--- src/rtl/alu_pkg.sv ---
// Shared definitions for the ALU and the ALU share arbiter: operation codes,
// NZCV flag bit positions and the arbiter FSM state type.
package alu_pkg;

   localparam logic [1:0] ALU_ADD = 2'b00;
   localparam logic [1:0] ALU_SUB = 2'b01;
   localparam logic [1:0] ALU_AND = 2'b10;
   localparam logic [1:0] ALU_OR  = 2'b11;

   localparam int FLAG_N = 3;
   localparam int FLAG_Z = 2;
   localparam int FLAG_C = 1;
   localparam int FLAG_V = 0;

   typedef enum logic [1:0] {
      IDLE = 2'd0,
      EXEC = 2'd1,
      RESP = 2'd2
   } state_t;

endpackage

--- src/rtl/alu.sv ---
// 32-bit ALU: ADD, SUB, AND, OR with NZCV flags.
// Carry is bit 32 of the 33-bit unsigned sum or difference; for SUB that bit
// is set when a borrow occurs.
module alu
   import alu_pkg::*;
(
   input  logic [31:0] a,
   input  logic [31:0] b,
   input  logic [1:0]  alu_control,
   output logic [31:0] result,
   output logic [3:0]  flags
);

   logic [32:0] sum;
   logic [32:0] diff;
   logic        carry;
   logic        overflow;

   assign sum  = {1'b0, a} + {1'b0, b};
   assign diff = {1'b0, a} - {1'b0, b};

   // Select the result for the operation and derive the four flags from it
   always_comb begin
      result   = '0;
      carry    = 1'b0;
      overflow = 1'b0;
      case (alu_control)
         ALU_ADD: begin
            result   = sum[31:0];
            carry    = sum[32];
            overflow = (a[31] == b[31]) && (sum[31] != a[31]);
         end
         ALU_SUB: begin
            result   = diff[31:0];
            carry    = diff[32];
            overflow = (a[31] != b[31]) && (diff[31] != a[31]);
         end
         ALU_AND: result = a & b;
         default: result = a | b;
      endcase
      flags         = '0;
      flags[FLAG_N] = result[31];
      flags[FLAG_Z] = (result == 32'd0);
      flags[FLAG_C] = carry;
      flags[FLAG_V] = overflow;
   end

endmodule

--- src/rtl/alu_share_arbiter.sv ---
// Shares one ALU between NUM_REQ requesters with round-robin arbitration.
// One operation at a time: IDLE (grant) -> EXEC (compute) -> RESP (hold
// response until accepted). Optionally updates the architectural NZCV register.
//
// Handshakes: a request transfers on a clock edge where ReqValid[i] and
// ReqReady[i] are both 1; a response transfers on an edge where RspValid and
// RspReady are both 1. ReqReady is only ever asserted in IDLE and is one-hot;
// Rsp* outputs stay stable while RspValid is 1 and RspReady is 0.
module alu_share_arbiter
   import alu_pkg::*;
#(
   parameter int NUM_REQ = 2,
   parameter int REQ_W   = 2
) (
   input  logic                   clk,
   input  logic                   reset,
   input  logic [NUM_REQ-1:0]     ReqValid,
   output logic [NUM_REQ-1:0]     ReqReady,
   input  logic [32*NUM_REQ-1:0]  ReqSrcA,
   input  logic [32*NUM_REQ-1:0]  ReqSrcB,
   input  logic [2*NUM_REQ-1:0]   ReqALUControl,
   input  logic [NUM_REQ-1:0]     ReqSetFlags,
   output logic                   RspValid,
   output logic [REQ_W-1:0]       RspId,
   output logic [31:0]            RspResult,
   output logic [3:0]             RspFlag,
   input  logic                   RspReady,
   output logic [3:0]             FlagReg,
   output logic                   Busy,
   output logic [1:0]             dbg_state,
   output logic [REQ_W-1:0]       dbg_rr_ptr
);

   state_t             state;
   state_t             state_next;
   logic [REQ_W-1:0]   rr_ptr;

   logic [NUM_REQ-1:0] pick_onehot;
   logic               pick_any;
   logic [REQ_W-1:0]   pick_id;
   logic [REQ_W-1:0]   pick_id_next;
   logic [31:0]        pick_a;
   logic [31:0]        pick_b;
   logic [1:0]         pick_op;
   logic               pick_sf;

   logic [31:0]        op_a;
   logic [31:0]        op_b;
   logic [1:0]         op_ctl;
   logic               op_sf;
   logic [REQ_W-1:0]   op_id;

   logic [31:0]        alu_result;
   logic [3:0]         alu_flags;

   // Round-robin picker: first valid requester at or above rr_ptr, with wrap
   always_comb begin
      int idx;
      idx          = 0;
      pick_onehot  = '0;
      pick_any     = 1'b0;
      pick_id      = '0;
      pick_a       = '0;
      pick_b       = '0;
      pick_op      = ALU_ADD;
      pick_sf      = 1'b0;
      for (int k = 0; k < NUM_REQ; k++) begin
         idx = int'(rr_ptr) + k;
         if (idx >= NUM_REQ) idx = idx - NUM_REQ;
         if (!pick_any && ReqValid[idx]) begin
            pick_any         = 1'b1;
            pick_onehot[idx] = 1'b1;
            pick_id          = REQ_W'(idx);
            pick_a           = ReqSrcA[32*idx +: 32];
            pick_b           = ReqSrcB[32*idx +: 32];
            pick_op          = ReqALUControl[2*idx +: 2];
            pick_sf          = ReqSetFlags[idx];
         end
      end
      pick_id_next = (int'(pick_id) + 1 >= NUM_REQ) ? '0 : pick_id + REQ_W'(1);
   end

   // State register
   always_ff @(posedge clk or posedge reset) begin
      if (reset) state <= IDLE;
      else       state <= state_next;
   end

   // Next-state logic
   always_comb begin
      state_next = state;
      case (state)
         IDLE:    if (pick_any) state_next = EXEC;
         EXEC:    state_next = RESP;
         RESP:    if (RspReady) state_next = IDLE;
         default: state_next = IDLE;
      endcase
   end

   // FSM outputs: grant only while idle, plus status/debug views
   always_comb begin
      ReqReady   = (state == IDLE) ? pick_onehot : '0;
      Busy       = (state != IDLE);
      dbg_state  = state;
      dbg_rr_ptr = rr_ptr;
   end

   // Datapath: latch operands on grant, register the response in EXEC,
   // drop RspValid once the response is accepted
   always_ff @(posedge clk or posedge reset) begin
      if (reset) begin
         rr_ptr    <= '0;
         op_a      <= '0;
         op_b      <= '0;
         op_ctl    <= ALU_ADD;
         op_sf     <= 1'b0;
         op_id     <= '0;
         RspValid  <= 1'b0;
         RspId     <= '0;
         RspResult <= '0;
         RspFlag   <= '0;
         FlagReg   <= '0;
      end else begin
         case (state)
            IDLE: begin
               if (pick_any) begin
                  op_a   <= pick_a;
                  op_b   <= pick_b;
                  op_ctl <= pick_op;
                  op_sf  <= pick_sf;
                  op_id  <= pick_id;
                  rr_ptr <= pick_id_next;
               end
            end
            EXEC: begin
               RspValid  <= 1'b1;
               RspId     <= op_id;
               RspResult <= alu_result;
               RspFlag   <= alu_flags;
               if (op_sf) FlagReg <= alu_flags;
            end
            RESP: begin
               if (RspReady) RspValid <= 1'b0;
            end
            default: ;
         endcase
      end
   end

   alu u_alu (
      .a           (op_a),
      .b           (op_b),
      .alu_control (op_ctl),
      .result      (alu_result),
      .flags       (alu_flags)
   );

endmodule

--- config.mk ---
export PLATFORM = sky130hd
export DESIGN_NAME = alu_share_arbiter
export DESIGN_NICKNAME = d
export VERILOG_FILES = /design/src/rtl/alu_pkg.sv /design/src/rtl/alu.sv /design/src/rtl/alu_share_arbiter.sv
export SDC_FILE = /design/constraint.sdc
export NUM_CORES = 1
export LEC_CHECK = 0
export ABC_AREA = 1
export CAP_MARGIN = 30
export CORE_MARGIN = 3
export CORE_UTILIZATION = 30
export DETAILED_ROUTE_END_ITERATION = 6
export HOLD_SLACK_MARGIN = 0.05
export PLACE_DENSITY_LB_ADDON = 0.15
export SKIP_CTS_REPAIR_TIMING = 1
export SYNTH_ARGS = -nofsm -noshare
export SYNTH_HDL_FRONTEND = slang
export SYNTH_SLANG_ARGS = --single-unit
--- constraint.sdc ---
create_clock -name clk -period 10.53 [get_ports clk]
set_input_delay 1.053 -clock clk [delete_from_list [all_inputs] [get_ports clk]]
set_output_delay 1.053 -clock clk [all_outputs]
set_load 0.01 [all_outputs]
## Yosys cells after proc, flatten, opt, wreduce, memory -nomap -nowiden

Index checks and enable logic that the tools add are counted.

| cells by class | value |
|---|---|
| add/sub/neg operators | 7 |
| order comparisons | 7 |
| equality and inequality tests | 10 |
| shift-type cells | 6 |
| mux-type cells | 42 |
| bitwise operators | 3 |
| reduce and logical (&&, ||, !) cells | 15 |

Operators by type and width:

| operator | count |
|---|---|
| $shiftx A64 B32 Y32 | 4 |
| $mux W32 | 6 |
| $pmux W32 S3 | 1 |
| $ge A32 B1 Y1 const B | 2 |
| $lt A32 B3 Y1 const B | 2 |
| $shiftx A4 B32 Y2 | 2 |
| $add A32 B32 Y33 | 1 |
| $sub A32 B32 Y33 | 1 |
| $and A32 B32 Y32 | 1 |
| $logic_not A32 Y1 | 1 |
| $or A32 B32 Y32 | 1 |
| $mux W2 | 10 |
| $mux W1 | 19 |
| $reduce_and A2 Y1 | 4 |
| $add A2 B1 Y3 const B | 2 |
| $ge A3 B2 Y1 const B | 2 |
| $pmux W1 S2 | 3 |
| $pmux W2 S3 | 1 |
| $logic_and A1 B1 Y1 | 5 |
| $eq A2 B1 Y1 const B | 2 |
| $eq A2 B2 Y1 const B | 2 |
| $logic_not A2 Y1 | 2 |
| $ne A2 B2 Y1 const B | 2 |
| $reduce_bool A2 Y1 | 2 |
| 9 further kinds | 12 |

| word-level totals | value |
|---|---|
| register bits after elaboration | 116 |
| input port bits | 139 |
| word-level logic and storage cells | 102 |

## Depth between registers and ports, before layout

Gate-level depths: netlist of the first run.

| logic depth | value |
|---|---|
| depth in word-level cells | 12 |
| depth in mapped cells | 22 |
| depth with buffers taken out | 21 |

## Modules after synthesis

Synthesis of the first run repeated with hierarchy kept, for this count alone.

| second synthesis, totals | value |
|---|---|
| cells, all modules | 2258 |
| area total of the unflattened synthesis | 13466.7 um^2 |

Modules (own cells, without submodules):

| module | instances | cells each | area an instance (um^2) |
|---|---|---|---|
| alu | 1 | 1289 | 6916.6 |
| alu_share_arbiter | 1 | 969 | 6550.0 |

## Least setup slack after synthesis of the first run

OpenSTA, ideal clock, no wires.

| path | value |
|---|---|
| path type | in2out |
| start point | in ReqValid[1] |
| end point | out ReqReady[1] |
| arrival time | 2175 ps |
| required time | 9477 ps |
| setup slack | 7302 ps |
| stages on the path | 5 |
| cell sequence | clkbuf_1 > clkbuf_1 > buf_1 > nand2_1 > nor2_1 |

| between the ends | value |
|---|---|
| word-level cells in the longest chain between the ends | 8 |
| elaborated cells between the ends (all ways) | 13 |
| those cells by class | 10 x mux; 1 x bitwise; 2 x reduce/logical |

Ends and longest elaborated chain:

| element | line | source |
|---|---|---|
| start: declaration | alu_share_arbiter.sv:17 | `input logic [NUM_REQ-1:0] ReqValid,` |
| $mux W1 (implied by the code) (3 in a row) | alu_share_arbiter.sv:70 | `if (!pick_any && ReqValid[idx]) begin` |
| $mux W1 | alu_share_arbiter.sv:70 |  |
| $logic_not A1 Y1 | alu_share_arbiter.sv:70 |  |
| $logic_and A1 B1 Y1 | alu_share_arbiter.sv:70 |  |
| $mux W2 * | alu_share_arbiter.sv:70 |  |
| $mux W2 * | alu_share_arbiter.sv:102 | `ReqReady = (state == IDLE) ? pick_onehot : '0;` |
| end: declaration | alu_share_arbiter.sv:18 | `output logic [NUM_REQ-1:0] ReqReady,` |

Mark *: on every way between the ends. The rest lies on a longest branch, timed or not. The select of a mux whose other input is x is not followed.

## Worst setup path after layout of the first run

| path | value |
|---|---|
| start point | in ReqValid[0] |
| end point | out ReqReady[1] |

Same word-level chain as after synthesis.

==> results.json, run 1 <==
{
  "status": "completed",
  "tightest_slew_ns": 0.867,
  "cts_buffer_depth": 2,
  "stdcell_count": 2654,
  "ant_nets": 0,
  "numPortBuffers": 188,
  "slew_headroom_pct": 42.2,
  "yosysSeqAreaShare_pct": 24.2,
  "drive_gt1_share_pct": 4.92,
  "crit_type": "input port to primary output",
  "tritoncts": "done",
  "synthFlopType": "dfrtp_1",
  "cts_made_buffers": 17,
  "grt_pass1_wl_mm": 71.7,
  "worstPathArrival_ns": 3.26,
  "ys_warn_count": 0,
  "nNetsFinal": 2365,
  "via_per_inst": 4.88,
  "stdcell_area_um2": 14700,
  "num_rows": 72,
  "rsz0062_at_grt": "false",
  "yosysUniqueCellTypes": 40,
  "drc_errors": 0,
  "ys_seq_elements": 115,
  "first_pass_iters": 6,
  "syn_avg_cell_area_um2": 5.99,
  "clkSlewWorstSetupHoldPaths_ns": 0.06,
  "wirelength_mm": 47.2,
  "routedWlPerCell_um": 17.8,
  "die_h_um": 205,
  "drt_iter0_drc": 1205,
  "maxSlewViolCount": 0,
  "grt-ovfl-total": 0,
  "synth_top_cell_by_area": "dfrtp_1",
  "syn2layout_area_growth_pct": 23.6,
  "start_util_pct": 30.5,
  "fillers": 4309,
  "core_area_um2": 38900,
  "diodes": 0,
  "clockRootBuffer": "clkbuf_16",
  "synth.area.top_cells": "dfrtp_1, nand2_1, inv_1, ha_1, nand3_1",
  "max_freq_mhz": 232,
  "critPathLaunchType": "input port",
  "yosys.area.top_type_share_pct": 24.2,
  "htree_levels": 4,
  "die-area_um2": 42000,
  "synthCells": 1985,
  "critPathCaptureType": "primary output",
  "synth_edf_count": 0,
  "hpwl_mm": 38.2,
  "place_area_um2": 14100,
  "grt_max_degree": 74,
  "globalplace.congestion": 0.948,
  "io_pins": 189,
  "hp-class": "register to register",
  "syn_nets": 2227,
  "grt_pass1_vias": 12300,
  "finalCritPeriodShare_pct": 41.0,
  "finalHoldViolations": 0,
  "synth_common_cells": "nand2_1, inv_1, nand3_1",
  "synth_area_um2": 11900,
  "antenna_found_initial": 0,
  "grt.total_usage_pct": 22.3,
  "async_reset_ff_share_pct": 100,
  "fin_crit_ns": 4.32,
  "cp_max_fo": 70,
  "setup_viol": 0,
  "dieWidth_um": 205,
  "vias": 13000,
  "placed_cells": 2622,
  "synth.most_common_cell": "nand2_1",
  "finalSetupTns_ns": 0,
  "cap_violations": 0,
  "finalClockSkew_ns": 0.0251,
  "clock-sinks": 115,
  "cp_data_required_time_ns": 9.48,
  "clkLatencyLatePin_ns": 0.44
}
per-layer routing:
| layer | global-route usage (%) | vias up | share of wire (%) |
|---|---|---|---|
| met4 | 6.83 | 0 | 2.4 |
| met2 | 32.5 | 464 | 41 |
| li1 | - | 6446 | - |
| met1 | 32.5 | 6008 | 48 |
| met5 | 0 | - | 0 |
| met3 | 5.20 | 46 | 8.0 |
sequential cells by signal, indices dropped and copies added, names as in the netlist:
name / cells
op_ctl: 2
RspFlag: 3
RspValid: 1
dbg_state: 2
op_a: 32
RspId: 2
op_sf: 1
FlagReg: 4
dbg_rr_ptr: 2
RspResult: 32
op_b: 32
op_id: 2
worst paths after layout:
check / from / to / slack, ns / depth (start not counted)
min: RspResult[23]$_DFFE_PP0P_ / RspResult[23]$_DFFE_PP0P_ / 0.48 / 2
max: ReqValid[0] / ReqReady[1] / 6.21 / 7
max reg2reg: op_b[0]$_DFFE_PP0P_ / FlagReg[2]$_DFFE_PP0P_ / 7.19 / 18
min in group asynchronous: reset / RspResult[5]$_DFFE_PP0P_ / 1.07 / 2
max in group asynchronous: reset / op_b[22]$_DFFE_PP0P_ / 8.13 / 3
min reg2reg: RspResult[23]$_DFFE_PP0P_ / RspResult[23]$_DFFE_PP0P_ / 0.48 / 2
metrics by stage:
stage	worst slack [ns]	util (%)	hold slack (ns)
after floorplan	6.43	-	0.449
after global placement	6.24	36.1	0.464
after detailed placement	6.24	36.1	0.464
after CTS	6.22	37.8	0.484
after global routing	6.05	37.8	0.510
final	6.21	37.8	0.479
cell usage in the layout (no fill, tap or decap), types with 2 or more instances in the layout:
cell / netlist / final
a211oi_1: 2 / 2
a21oi_1: 177 / 176
a32oi_1: 2 / 2
and2_1: 4 / 4
buf_4: 17 / 11
bufinv_16: 0 / 4
clkbuf_16: 0 / 17
clkdlybuf4s50_1: 0 / 187
clkinv_1: 3 / 3
clkinv_4: 0 / 4
clkinvlp_4: 0 / 2
dfrtp_1: 115 / 115
fa_1: 2 / 2
ha_1: 101 / 101
inv_1: 350 / 349
inv_2: 7 / 7
inv_6: 0 / 3
nand2_1: 672 / 671
nand2_2: 9 / 10
nand3_1: 195 / 195
nand3_2: 6 / 6
nand4_1: 44 / 44
nor2_1: 113 / 112
nor2_2: 17 / 16
nor2_4: 3 / 5
nor3_1: 9 / 9
nor3_2: 3 / 3
o2111ai_1: 4 / 4
o21ai_0: 43 / 43
o21bai_1: 4 / 4
or2_2: 10 / 11
area by class of cell:
type / count / area (µm²) / area share [%]
well taps: 518 / 648 / 4.41
repair buffers: 199 / 1960 / 13.3
flip-flops and latches: 115 / 2880 / 19.6
inverters: 360 / 1350 / 9.21
clock inverters: 14 / 201 / 1.37
clock buffers: 18 / 429 / 2.92
multi-input cells: 1430 / 7220 / 49.2
cells by family after synthesis:
family,after synthesis,synth area share [%]
xor gates and xnor gates,1,0.0737
adders and majority gates,103,11.0
DFF,115,24.2
AOI/OAI and AO/OA,236,10.3
and+or+nand+nor,1090,39.2
buffers and inverters,440,15.2
critical path, stage by stage:
cell             delay, ns
clkdlybuf4s50_1       0.42
inv_1                 0.13
or2_2                 0.14
buf_4                 0.58
nand2_1               0.24
nor2_1                0.14
clkdlybuf4s50_1       0.55
Power of run 1 is left out: the tool's default activity adds up to more than one toggle a clock period on the data nets, which glitch-free logic cannot reach.
==> run 2: changes to the inputs <==
==> constraint.sdc (replaced) <==
create_clock -name clk -period 3.7 [get_ports clk]
set_input_delay 0.37 -clock clk [delete_from_list [all_inputs] [get_ports clk]]
set_output_delay 0.37 -clock clk [all_outputs]
set_load 0.01 [all_outputs]
==> run 2 against run 1 <==
Compared with the run above:
- count of clock-buffer cells in the layout increased by 1
- utilization about the same
- critical path depth increased by 11
- global-route usage increased by 0.71 points
- sequential cell count unchanged
- wire length increased by 2.6%
- first-iteration DRC count decreased by 15%
- register-to-register slack got worse by 6.9 ns
- via count decreased by 0.51%
- clock skew decreased by 0.011 ns
- largest cell class unchanged
==> results.json, run 2 (synthesis gave the netlist of run 1 again) <==
{
  "globalplace.congestion": 0.975,
  "path_delay_family": "simple AND/OR/NAND/NOR gates",
  "ant_nets": 0,
  "maxSlewViolCount": 0,
  "max_freq_mhz": 290,
  "routedWlPerCell_um": 18.2,
  "reg_top3": "RspResult (32), op_a (32), op_b (32)",
  "layout_commonest_cell": "nand2_1",
  "tritoncts": "done",
  "start_util_pct": 30.5,
  "fin_crit_ns": 3.45,
  "stdcell_count": 2657,
  "numPortBuffers": 188,
  "via_per_inst": 4.85,
  "hp-class": "input port to async pin",
  "finalHoldViolations": 0,
  "vias": 12900,
  "grt.total_usage_pct": 23.0,
  "clockRootBuffer": "clkbuf_16",
  "drive_gt1_share_pct": 5.00,
  "first_pass_iters": 5,
  "nNetsFinal": 2369,
  "slew_headroom_pct": 41.1,
  "finalSetupTns_ns": 0,
  "clock-sinks": 115,
  "cp_cell_sequence": "ha_1 > inv_1 > fa_1 > inv_1 > nand3_1 > nand3_1 > nand2_1 > nand2_1 > nand2_1 > nand3_1 > nand2_1 > nand3_1 > nand4_1 > nor2_1 > nand2_1 > nor2_2 > nand4_1 > nand2_1",
  "grt_pass1_wl_mm": 73.9,
  "die-area_um2": 42000,
  "layout_common_cells": "nand2_1, inv_1, nand3_1",
  "syn2layout_area_growth_pct": 23.8,
  "finalCritPeriodShare_pct": 93.2,
  "drt_iter0_drc": 1021,
  "grt_max_degree": 73,
  "worstPathArrival_ns": 3.81,
  "grt_pass1_vias": 12300,
  "crit_slowest_cell": "dfrtp_1",
  "setup_viol": 0,
  "reg2reg_slack_ns": 0.25,
  "diodes": 0,
  "antenna_found_initial": 0,
  "htree_levels": 4,
  "clkSlewWorstSetupHoldPaths_ns": 0.06,
  "whs_ns": 0.374,
  "placed_cells": 2626,
  "wirelength_mm": 48.5,
  "crit_type": "register to register",
  "critPathCaptureType": "register",
  "cts_buffer_depth": 2,
  "critPathLaunchType": "register",
  "die_h_um": 205,
  "clkLatencyLatePin_ns": 0.44,
  "grt-ovfl-total": 0,
  "hpwl_mm": 39.6,
  "dieWidth_um": 205,
  "cp_data_required_time_ns": 4.06,
  "num_rows": 72,
  "cts_made_buffers": 17,
  "cap_violations": 0,
  "io_pins": 189,
  "fillers": 4335,
  "cp_max_fo": 5,
  "rsz0062_at_grt": "false",
  "tightest_slew_ns": 0.882,
  "core_area_um2": 38900,
  "crit_path_frequent_cell": "nand2_1",
  "drc_errors": 0,
  "cp_num_buf_inv": 2,
  "crit_path_max_incr_delay_ns": 0.40,
  "finalClockSkew_ns": 0.0137,
  "status": "completed"
}
[run 2: cell count changes in the layout (fill, tap and decap cells not counted)]
cell	delta
inv_6	-2
buf_4	+3
nor2_4	-2
clkbuf_1	+1
nor2_2	+2
buf_12	+1
clkinv_4	-1
clkinvlp_4	+1
[run 2: stage by stage]
| step | instance area [µm²] | worst slack (ns) | util, % |
|---|---|---|---|
| CTS | 14700 | 0.386 | 37.8 |
| global route | 14700 | 0.101 | 37.8 |
| floorplan | 11900 | 0.286 | - |
| finish | 14700 | 0.252 | 37.8 |
| global placement | 14100 | 0.328 | 36.2 |
| detailed placement | 14100 | 0.403 | 36.2 |
[run 2: layer usage]
layer / routed length (µm) / vias up / global-route usage [%]
li1: - / 6463 / -
met1: 24200 / 5991 / 34.5
met2: 20700 / 408 / 34.4
met3: 2940 / 36 / 4.20
met4: 713 / 0 / 4.81
met5: 0 / - / 0
[run 2: area by class of cell]
type,instances,area (µm²),area share (%)
multi-input cells,1430,7210,49.0
flip-flops and latches,115,2880,19.6
repair buffers,203,2000,13.6
inverters,360,1350,9.20
well taps,518,648,4.41
clock buffers,19,433,2.94
clock inverters,12,183,1.24
[run 2: worst paths after layout]
| check | startpoint | to | depth (start not counted) |
|---|---|---|---|
| setup reg to reg | op_b[0]$_DFFE_PP0P_ | RspFlag[2]$_DFFE_PP0P_ | 18 |
| setup / recovery | op_b[0]$_DFFE_PP0P_ | RspFlag[2]$_DFFE_PP0P_ | 18 |
| min in group clk | RspResult[2]$_DFFE_PP0P_ | RspResult[2]$_DFFE_PP0P_ | 2 |
| hold / removal | reset | RspResult[3]$_DFFE_PP0P_ | 2 |
| max in group asynchronous | reset | op_a[21]$_DFFE_PP0P_ | 3 |
| hold reg to reg | RspResult[2]$_DFFE_PP0P_ | RspResult[2]$_DFFE_PP0P_ | 2 |
[run 2: worst reg2reg max path: stages, from the launching register on]
cell and delay [ns]:
dfrtp_1 0.40, ha_1 0.31, inv_1 0.12, fa_1 0.39, inv_1 0.17, nand3_1 0.12, nand3_1 0.29, nand2_1 0.09
nand2_1 0.18, nand2_1 0.10, nand3_1 0.09, nand2_1 0.05, nand3_1 0.14, nand4_1 0.22, nor2_1 0.18, nand2_1 0.19
nor2_2 0.17, nand4_1 0.09, nand2_1 0.08
Power of run 2 is left out for the same reason.
==> run 3: changes to the inputs <==
--- a/config.mk
+++ b/config.mk
@@ -7,11 +7,13 @@
 export LEC_CHECK = 0
 export ABC_AREA = 1
 export CAP_MARGIN = 30
-export CORE_MARGIN = 3
+export CORE_MARGIN = 8
 export CORE_UTILIZATION = 30
+export CTS_BUF_LIST = sky130_fd_sc_hd__clkbuf_8
 export DETAILED_ROUTE_END_ITERATION = 6
 export HOLD_SLACK_MARGIN = 0.05
 export PLACE_DENSITY_LB_ADDON = 0.15
+export RECOVER_POWER = 25
 export SKIP_CTS_REPAIR_TIMING = 1
 export SYNTH_ARGS = -nofsm -noshare
 export SYNTH_HDL_FRONTEND = slang
==> run 3 against run 2 <==
Compared with the run above:
- the flow now finishes with violations (capacitance limit, slew limit)
- cell count grew 0.60%
- clock skew grew 0.0084 ns
- sequential cell count is the same
- count of clock-buffer cells in the layout shrank 2
- utilization shrank 0.92 points
- final area shrank 1.1%
- critical path depth is the same
- register-to-register slack gained 0.27 ns
- sequential share of layout area grew 0.21 points
- hold slack gained 0.11 ns
- first-iteration DRC count grew 12%
- die area grew 10%
- critical endpoint unchanged
- largest cell class unchanged
- highest routed layer unchanged
==> results.json, run 3 (synthesis gave the netlist of run 1 again) <==
{
  "status": "finished with violations",
  "violations": "capacitance limit, slew limit",
  "critPathLaunchType": "register",
  "tritoncts": "done",
  "syn2layout_area_growth_pct": 22.4,
  "tightest_slew_ns": 2.12,
  "drc_errors": 0,
  "io_pins": 189,
  "whs_ns": 0.481,
  "hpwl_mm": 41.2,
  "grt_max_degree": 72,
  "vias": 12800,
  "grt_pass1_vias": 12500,
  "rsz0062_at_grt": "false",
  "nNetsFinal": 2377,
  "num_rows": 73,
  "hp-class": "register to register",
  "cts_made_buffers": 17,
  "finalClockSkew_ns": 0.0221,
  "slew_headroom_pct": -42.0,
  "first_pass_iters": 5,
  "start_util_pct": 30.1,
  "finalCritPeriodShare_pct": 85.8,
  "routedWlPerCell_um": 18.6,
  "maxSlewViolCount": 47,
  "setup_ws_ns": 0.525,
  "wirelength_mm": 49.7,
  "setup_viol": 0,
  "cts_buffer_depth": 2,
  "globalplace.congestion": 1.00,
  "clock-sinks": 115,
  "layout_common_cells": "nand2_1, inv_1, nand3_1",
  "grt_pass1_wl_mm": 75.1,
  "reg_top3": "RspResult (32), op_a (32), op_b (32)",
  "max_freq_mhz": 315,
  "antenna_found_initial": 0,
  "cap_violations": 1,
  "numPortBuffers": 188,
  "via_per_inst": 4.78,
  "die_h_um": 215,
  "ant_nets": 0,
  "clkLatencyLatePin_ns": 0.48,
  "fin_crit_ns": 3.17,
  "finalSetupTns_ns": 0,
  "cp_max_fo": 5,
  "postLayoutCoreUtil_pct": 36.9,
  "clkSlewWorstSetupHoldPaths_ns": 0.08,
  "htree_levels": 4,
  "grt-ovfl-total": 0,
  "finalHoldViolations": 0,
  "critPathCaptureType": "register",
  "clockRootBuffer": "clkbuf_8",
  "crit_type": "register to register",
  "die-area_um2": 46200,
  "dieWidth_um": 215,
  "place_ws_ns": 0.551,
  "drive_gt1_share_pct": 5.49,
  "core_area_um2": 39500,
  "layout_commonest_cell": "nand2_1",
  "worstPathArrival_ns": 3.58,
  "diodes": 0,
  "cp_data_required_time_ns": 4.11,
  "grt.total_usage_pct": 21.0,
  "drt_iter0_drc": 1141
}
[run 3: metrics by stage]
stage | std cells | area, µm²
3_3_place_gp | 2641 | 14200
5_1_grt | 2673 | 14600
6_report | 2673 | 14600
3_5_place_dp | 2641 | 14200
2_1_floorplan | 1985 | 11900
4_1_cts | 2673 | 14600
[run 3: path summary, 6_finish.rpt]
kind	startpoint	endpoint	slack (ns)	depth (start not counted)
max in group asynchronous	reset	op_b[22]$_DFFE_PP0P_	0.85	3
min in group asynchronous	reset	RspResult[1]$_DFFE_PP0P_	0.89	2
hold / removal	RspResult[23]$_DFFE_PP0P_	RspResult[23]$_DFFE_PP0P_	0.48	2
setup / recovery	op_b[0]$_DFFE_PP0P_	RspFlag[2]$_DFFE_PP0P_	0.53	18
hold reg to reg	RspResult[23]$_DFFE_PP0P_	RspResult[23]$_DFFE_PP0P_	0.48	2
setup reg to reg	op_b[0]$_DFFE_PP0P_	RspFlag[2]$_DFFE_PP0P_	0.53	18
[run 3: final cells by class]
| type | instances | area (µm²) |
|---|---|---|
| fill | 4408 | 24900 |
| clock inverter | 15 | 146 |
| inverter | 360 | 1350 |
| multi-input combinational | 1430 | 7210 |
| tap | 525 | 657 |
| clock buffer | 17 | 234 |
| timing repair buffer | 211 | 2070 |
| sequential | 115 | 2880 |
[run 3: critical path: stages, from the launching register on]
cell and delay [ns]:
dfrtp_1 0.37, ha_1 0.28, inv_1 0.10, fa_1 0.36, inv_1 0.17, nand3_1 0.12, nand3_1 0.24, nand2_1 0.08
nand2_1 0.15, nand2_1 0.09, nand3_1 0.09, nand2_1 0.05, nand3_1 0.11, nand4_1 0.26, nor2_1 0.17, nand2_1 0.14
nor2_2 0.15, nand4_1 0.08, nand2_1 0.09
[run 3: routing by layer]
layer | track usage, % | wire (µm)
met5 | 0 | 0
met4 | 4.88 | 883
met3 | 3.90 | 3220
met2 | 32.0 | 21200
met1 | 30.4 | 24300
Power of run 3 is left out for the same reason.
